$ cat src/rtl/shape_pixel_renderer.sv
// Glyph renderer: shadows a 1-bit bitmap at frame start and
// scans it out as scaled, positioned RGB444 pixels.
module shape_pixel_renderer #(
  parameter int          SHAPE_W    = 25,
  parameter int          SHAPE_H    = 25,
  parameter int          SCALE_LOG2 = 2,
  parameter int          COORD_W    = 10,
  parameter logic        INK_LEVEL  = 1'b0,
  parameter logic [11:0] FG_COLOR   = 12'hFFF,
  parameter logic [11:0] BG_COLOR   = 12'h000
) (
  input  logic               clk,
  input  logic               reset_n,
  input  logic [SHAPE_W-1:0] ishapes [0:SHAPE_H-1],
  input  logic               iframe_start,
  input  logic [COORD_W-1:0] iorigin_x,
  input  logic [COORD_W-1:0] iorigin_y,
  input  logic               ienable,
  input  logic               ipixel_valid,
  input  logic [COORD_W-1:0] ipixel_x,
  input  logic [COORD_W-1:0] ipixel_y,
  output logic               opixel_valid,
  output logic               opixel_on,
  output logic [11:0]        opixel_color,
  output logic               oloaded
);

  localparam int RW = $clog2(SHAPE_H);
  localparam int CW = $clog2(SHAPE_W);
  localparam logic [COORD_W:0] EXT_X = (COORD_W+1)'(SHAPE_W << SCALE_LOG2);
  localparam logic [COORD_W:0] EXT_Y = (COORD_W+1)'(SHAPE_H << SCALE_LOG2);

  typedef enum logic [1:0] {EMPTY, LOAD, READY} state_t;

  state_t             state_q, state_d;
  logic [RW-1:0]      row_q, row_d;
  logic               loaded_q, loaded_d;
  logic               latch_org;
  logic               wr_en;
  logic [COORD_W-1:0] ox_q, oy_q;
  logic [SHAPE_W-1:0] shadow_q [0:SHAPE_H-1];

  logic               s1_valid_q, s1_inside_q, en_d_q;
  logic [CW-1:0]      s1_col_q, col_d;
  logic [RW-1:0]      s1_row_q, srow_d;
  logic               inside_d;
  logic [COORD_W:0]   px, py, ox, oy, dx, dy;
  logic [CW-1:0]      bit_idx;
  logic               ink;
  logic               valid_q, on_q;

  // Load sequencer next-state and control
  always_comb begin
    state_d   = state_q;
    row_d     = row_q;
    loaded_d  = loaded_q;
    latch_org = 1'b0;
    wr_en     = 1'b0;
    unique case (state_q)
      EMPTY: begin
        if (iframe_start) begin
          state_d   = LOAD;
          row_d     = '0;
          latch_org = 1'b1;
        end
      end
      LOAD: begin
        wr_en = 1'b1;
        row_d = row_q + RW'(1);
        if (row_q == RW'(SHAPE_H-1)) begin
          state_d  = READY;
          row_d    = '0;
          loaded_d = 1'b1;
        end
      end
      READY: begin
        if (iframe_start) begin
          state_d   = LOAD;
          row_d     = '0;
          loaded_d  = 1'b0;
          latch_org = 1'b1;
        end
      end
      default: state_d = EMPTY;
    endcase
  end

  // Sequencer state, origin latch and shadow bitmap
  always_ff @(posedge clk) begin
    if (!reset_n) begin
      state_q  <= EMPTY;
      row_q    <= '0;
      loaded_q <= 1'b0;
      ox_q     <= '0;
      oy_q     <= '0;
      for (int i = 0; i < SHAPE_H; i++)
        shadow_q[i] <= {SHAPE_W{~INK_LEVEL}};
    end else begin
      state_q  <= state_d;
      row_q    <= row_d;
      loaded_q <= loaded_d;
      if (latch_org) begin
        ox_q <= iorigin_x;
        oy_q <= iorigin_y;
      end
      if (wr_en)
        shadow_q[row_q] <= ishapes[row_q];
    end
  end

  // Stage 1 window test: clipped, never wrapped
  always_comb begin
    px       = {1'b0, ipixel_x};
    py       = {1'b0, ipixel_y};
    ox       = {1'b0, ox_q};
    oy       = {1'b0, oy_q};
    dx       = px - ox;
    dy       = py - oy;
    inside_d = (px >= ox) && (px < ox + EXT_X) &&
               (py >= oy) && (py < oy + EXT_Y);
    col_d    = inside_d ? CW'(dx >> SCALE_LOG2) : '0;
    srow_d   = inside_d ? RW'(dy >> SCALE_LOG2) : '0;
  end

  // Stage 1 registers
  always_ff @(posedge clk) begin
    if (!reset_n) begin
      s1_valid_q  <= 1'b0;
      s1_inside_q <= 1'b0;
      s1_col_q    <= '0;
      s1_row_q    <= '0;
      en_d_q      <= 1'b0;
    end else begin
      s1_valid_q  <= ipixel_valid;
      s1_inside_q <= inside_d;
      s1_col_q    <= col_d;
      s1_row_q    <= srow_d;
      en_d_q      <= ienable;
    end
  end

  // Stage 2 bitmap lookup; column 0 is the MSB
  always_comb begin
    bit_idx = CW'(SHAPE_W-1) - s1_col_q;
    ink     = (shadow_q[s1_row_q][bit_idx] == INK_LEVEL);
  end

  // Stage 2 output registers
  always_ff @(posedge clk) begin
    if (!reset_n) begin
      valid_q <= 1'b0;
      on_q    <= 1'b0;
    end else begin
      valid_q <= s1_valid_q;
      on_q    <= s1_valid_q && s1_inside_q && loaded_q && en_d_q && ink;
    end
  end

  assign opixel_valid = valid_q;
  assign opixel_on    = on_q;
  assign opixel_color = on_q ? FG_COLOR : BG_COLOR;
  assign oloaded      = loaded_q;

endmodule

$ cat config.mk
export PLATFORM = sky130hd
export DESIGN_NAME = shape_pixel_renderer
export DESIGN_NICKNAME = d
export VERILOG_FILES = /design/src/rtl/shape_pixel_renderer.sv
export SDC_FILE = /design/constraint.sdc
export NUM_CORES = 1
export LEC_CHECK = 0
export BUFFER_PORTS_ARGS = -buffer_cell sky130_fd_sc_hd__buf_2
export CAP_MARGIN = 20
export CELL_PAD_IN_SITES_DETAIL_PLACEMENT = 1
export CELL_PAD_IN_SITES_GLOBAL_PLACEMENT = 2
export CORE_MARGIN = 2
export CORE_UTILIZATION = 36
export CTS_CLUSTER_DIAMETER = 30
export DETAILED_ROUTE_END_ITERATION = 6
export PLACE_DENSITY_LB_ADDON = 0.25
export SLEW_MARGIN = 20
export SYNTH_ARGS = -nofsm -noshare
export SYNTH_HDL_FRONTEND = slang
export SYNTH_SLANG_ARGS = --single-unit
export TNS_END_PERCENT = 30
$ cat constraint.sdc
create_clock -name clk -period 4.2 [get_ports clk]
set_clock_uncertainty 0.1 [all_clocks]
set_input_delay 0.84 -clock clk [delete_from_list [all_inputs] [get_ports clk]]
set_output_delay 0.84 -clock clk [all_outputs]
set_load 0.03 [all_outputs]
* Yosys cells after proc, flatten, opt, wreduce, memory -nomap -nowiden
Memory sizes are Yosys's and may differ from the RTL's. A register that Yosys moved wholly into a read port is not among the register bits. Index checks and enable logic that the tools add are counted.
Word-level totals: flip-flop bits (word level) 38, bits in latches 0, RAM bits 625, bits in read-only memories 0, bits of input ports 670, output and inout port bits 15, word-level logic and storage cells 74, memories 1
Memories:
- shadow_q | words 25, bits a word 25, rd ports 1, clocked after memory_dff 1, wr ports 25, RTL line 41 | logic [SHAPE_W-1:0] shadow_q [0:SHAPE_H-1];
Operators by class: add/sub/neg operators 6, $mul 0, div/mod/pow operators 0, magnitude comparators 6, equal/unequal tests 6, shift operators 0, muxes and demuxes 26, bitwise operators 2, reductions and logical operators 16
Operators with widths (count):
- $bmux 25 s5 | 1
- $mux 25 | 3
- $reduce_or 25->1 | 1
- $add 10x7->11 const B | 2
- $lt 10x11->1 | 2
- $ge 10x10->1 | 2
- $mux 5 | 4
- $sub 7x7->7 | 2
- $mux 12 | 1
- $mux 1 | 11
- $pmux 5 s2 | 1
- $logic_and 1x1->1 | 7
- $ge 6x6->1 const B | 1
- $lt 5x6->1 const B | 1
- $not 5->6 | 1
- $reduce_and 2->1 | 3
- $add 5x1->5 const B | 1
- $bmux 1 s5 | 1
- $eq 5x5->1 const B | 1
- $sub 5x5->5 const A | 1
- $mux 2 | 2
- $ne 2x2->1 const B | 2
- $pmux 2 s2 | 1
- $reduce_bool 2->1 | 2
- other kinds (8) | 8

* Depth between registers and ports, before layout
depth in word-level cells 7, depth in mapped cells 13, gate-level depth less buffers 11

* Worst setup path before layout
OpenSTA, ideal clock, no wires.
path type register to register, start point register row_q[1], end point memory shadow_q[0][0] (enable), library setup time 442 ps, arrival 3381 ps, data required time 3658 ps, setup slack 277 ps, cell stages (with the launch flop) 9, path buffers 4, clock period less this slack 3923 ps, path through dfxtp_1 -> clkbuf_1 -> clkbuf_1 -> buf_1 -> inv_1 -> ha_1 -> nand2_1 -> clkbuf_1 -> o21ai_0
RTL lines:
- from (decl) | RTL line 36 | logic [RW-1:0] row_q, row_d;
- from (signal assigned) | RTL line 100 | row_q <= row_d;
- to (decl) | RTL line 41

==> reports/qor.csv <==
metric;value;unit
status;finished, final reports clean;
Post-Syn Instances;2852;
placed cell count;4951;
vias in the first global route;32400;
Seq/Total Area, Yosys;59.8;%
Total Wirelength;197000;um
layout cell share with drive strength beyond 1;43.2;%
Power per Cell Area;486;mW/mm^2
die height;344;um
Vias;31100;
Pleak;16.4;nW
GPL Wtd Cong;0.999;
H-tree lvl count;4;
critical setup path kind;flop to flop;
most frequent cells in the layout;edfxtp_1 (800), nand2_1 (760), buf_2 (684);
worst hold start;ipixel_valid;
minimum clock period;3770;ps
All-Layer GR Usage;33.2;%
Arrival @ worst endpoint;4340;ps
DRT antenna net count;0;
Die Width;344;um
Root Buffer;clkbuf_16;
Worst VDD drop;435;uV
final hold violation count;0;
Worst-path clk slew;40;ps
Post-synth ARST share;0;%
synthesized area;0.0416;sq mm
Main synth FF type;edfxtp_1;
nature of the critical path startpoint;flop;
commonest non-fill, non-tap cell in the layout;edfxtp_1;
setup TNS;0;ps
post-CTS sizing;0;
Max Clk Rate;265;MHz
CTS Sinks;843;
PortBufs;684;
final setup vio count;0;
Syn-to-layout area delta;29.3;%
HPWL Detailed;143000;um
die area;0.118;sq mm
CTS tree;yes;
CP max FO;34;
relative slew slack;33.6;%
synth unique cells;63;
R2R cell count;9;
total of max-cap violations;0;
average size of a mapped cell;14.6;sq um
worst-skew pair later-pin latency;760;ps
crit path capture type;flop;
I/O pin cnt;685;
cts hold-fix bufs;0;
Ys Warns;0;
initial DRC count;3357;
Required @ worst endpoint;4770;ps
Slew @ Worst Pin;995;ps
starting density of the core;36.3;%
Max clock buf depth;3;
mean routed wirelength per cell;36.9;um
Pre-Repair DR Iteration Count;5;
DRC;0;
r2r setup slk;430;ps
fin. max-slew vios;0;
via/cell ratio;5.84;
Post-synth EDFFs;800;
first-pass GRT wire length;267000;um
total CTS buffers;181;
initial antenna violation count;91;
Synth Register Bits;843;
largest net degree at the start of global routing;56;
unrepaired setup endpoints after global routing;no;
worst reg2reg endpoint;opixel_on;
final period utilization;89.8;%
Congestion Overflow GR;0;
Synthesized Nets;3565;
Setup crit end;opixel_on;
Setup Fix Bufs, Post-CTS;0;
hold crit path type;input pin to flop;
core area;0.115;sq mm
row count;124;
Layout Nets;4335;
Cell Count, Final, Fillers Out;5331;
## how the worst min path moves through the flow
stage,to,depth (start not counted),slack (ps)
finish,s1_valid_q,2,240
global route,s1_valid_q,2,230
CTS,s1_valid_q,2,210
detailed placement,oy_q[1],2,360
global placement,oy_q[1],2,360
floorplan,opixel_valid,1,330
## cells in the mapped netlist, types with 8 or more instances
| master | count | share of area [%] |
|---|---|---|
| o21ai_0 | 57 | 0.69 |
| nor3_1 | 23 | 0.28 |
| nor2b_1 | 11 | 0.17 |
| and2_1 | 9 | 0.14 |
| nand3_1 | 18 | 0.22 |
| buf_2 | 82 | 0.99 |
| xnor2_1 | 22 | 0.46 |
| inv_2 | 17 | 0.15 |
| ha_1 | 43 | 1.3 |
| nor2_1 | 52 | 0.47 |
| a21o_1 | 8 | 0.14 |
| nand2b_1 | 8 | 0.12 |
| buf_6 | 10 | 0.27 |
| a21boi_0 | 22 | 0.40 |
| a22oi_1 | 38 | 0.69 |
| o21ai_1 | 14 | 0.17 |
| mux4_2 | 370 | 20 |
| nand2_1 | 760 | 6.9 |
| a22o_1 | 14 | 0.29 |
| buf_4 | 24 | 0.43 |
| dfxtp_1 | 43 | 2.1 |
| mux2i_1 | 58 | 1.4 |
| buf_1 | 16 | 0.14 |
| inv_1 | 45 | 0.41 |
| a21oi_1 | 38 | 0.46 |
| clkbuf_1 | 131 | 1.2 |
| a31oi_1 | 10 | 0.15 |
| edfxtp_1 | 800 | 58 |
## power breakdown
part           switching [mW]  total, mW  internal [mW]
registers              0.0615       9.32           9.26
logic                    1.40       2.24          0.842
clock network            4.91       14.6           9.68
## registers in the layout (all words and copies together), names as in the netlist, named ones only
signal	flops
opixel_valid	1
oy_q	10
state_q	2
en_d_q	1
ox_q	10
s1_col_q	5
s1_valid_q	1
opixel_on	1
s1_inside_q	1
shadow_q	800
row_q	5
oloaded	1
## per-stage QoR
step                      hold WS, ps  instance area [sq um]  total power [mW]  utilization, %  setup WS, ps
after floorplan                   334                  41600              10.5               -           277
after global placement            363                  47300              11.6            41.3           494
after detailed placement          360                  47300              11.7            41.3           522
after CTS                         206                  53700              26.2            46.9           497
after global routing              235                  53700              26.8            46.9           277
final                             237                  53800              26.2            47.0           428
## kinds of logic after synthesis
family                   Yosys count  share of synthesized area [%]
multiplexers                     435                           21.6
buffers and inverters            326                           3.61
flip-flops                       843                           59.8
AND/OR/NAND/NOR                  910                           8.74
adder cells (fa/ha/maj)           43                           1.29
XOR/XNOR                          26                          0.548
AO/OA/AOI/OAI                    269                           4.34
## area by class of cell
cell class	count	area, sq um
Inverter	62	233
Clock buffer	216	4760
Clock inverter	123	1600
Fill cell	11600	60700
Sequential cell	843	24900
Timing Repair Buffer	851	4830
Multi-Input combinational cell	1683	15500
Tap cell	1512	1890
Antenna cell	41	103
## per-layer routing
metal	part of all wire, %	GRT usage [%]	vias up	wire [um]
li1	-	-	12600	-
met1	38	42.5	16300	75000
met2	48	54.0	1852	94500
met3	8.0	6.19	388	15800
met4	5.8	16.9	14	11300
met5	0.044	0	-	86
## worst max-delay path, cell delays in order, from the launching register on
cell and delay, ps:
dfxtp_4 870, buf_4 380, mux4_2 530, a22o_1 190
a221oi_1 650, o22ai_1 200, a211oi_1 290, a211o_1 150
nand4_1 80, a22oi_1 180
(Power assumes the default switching activity.)
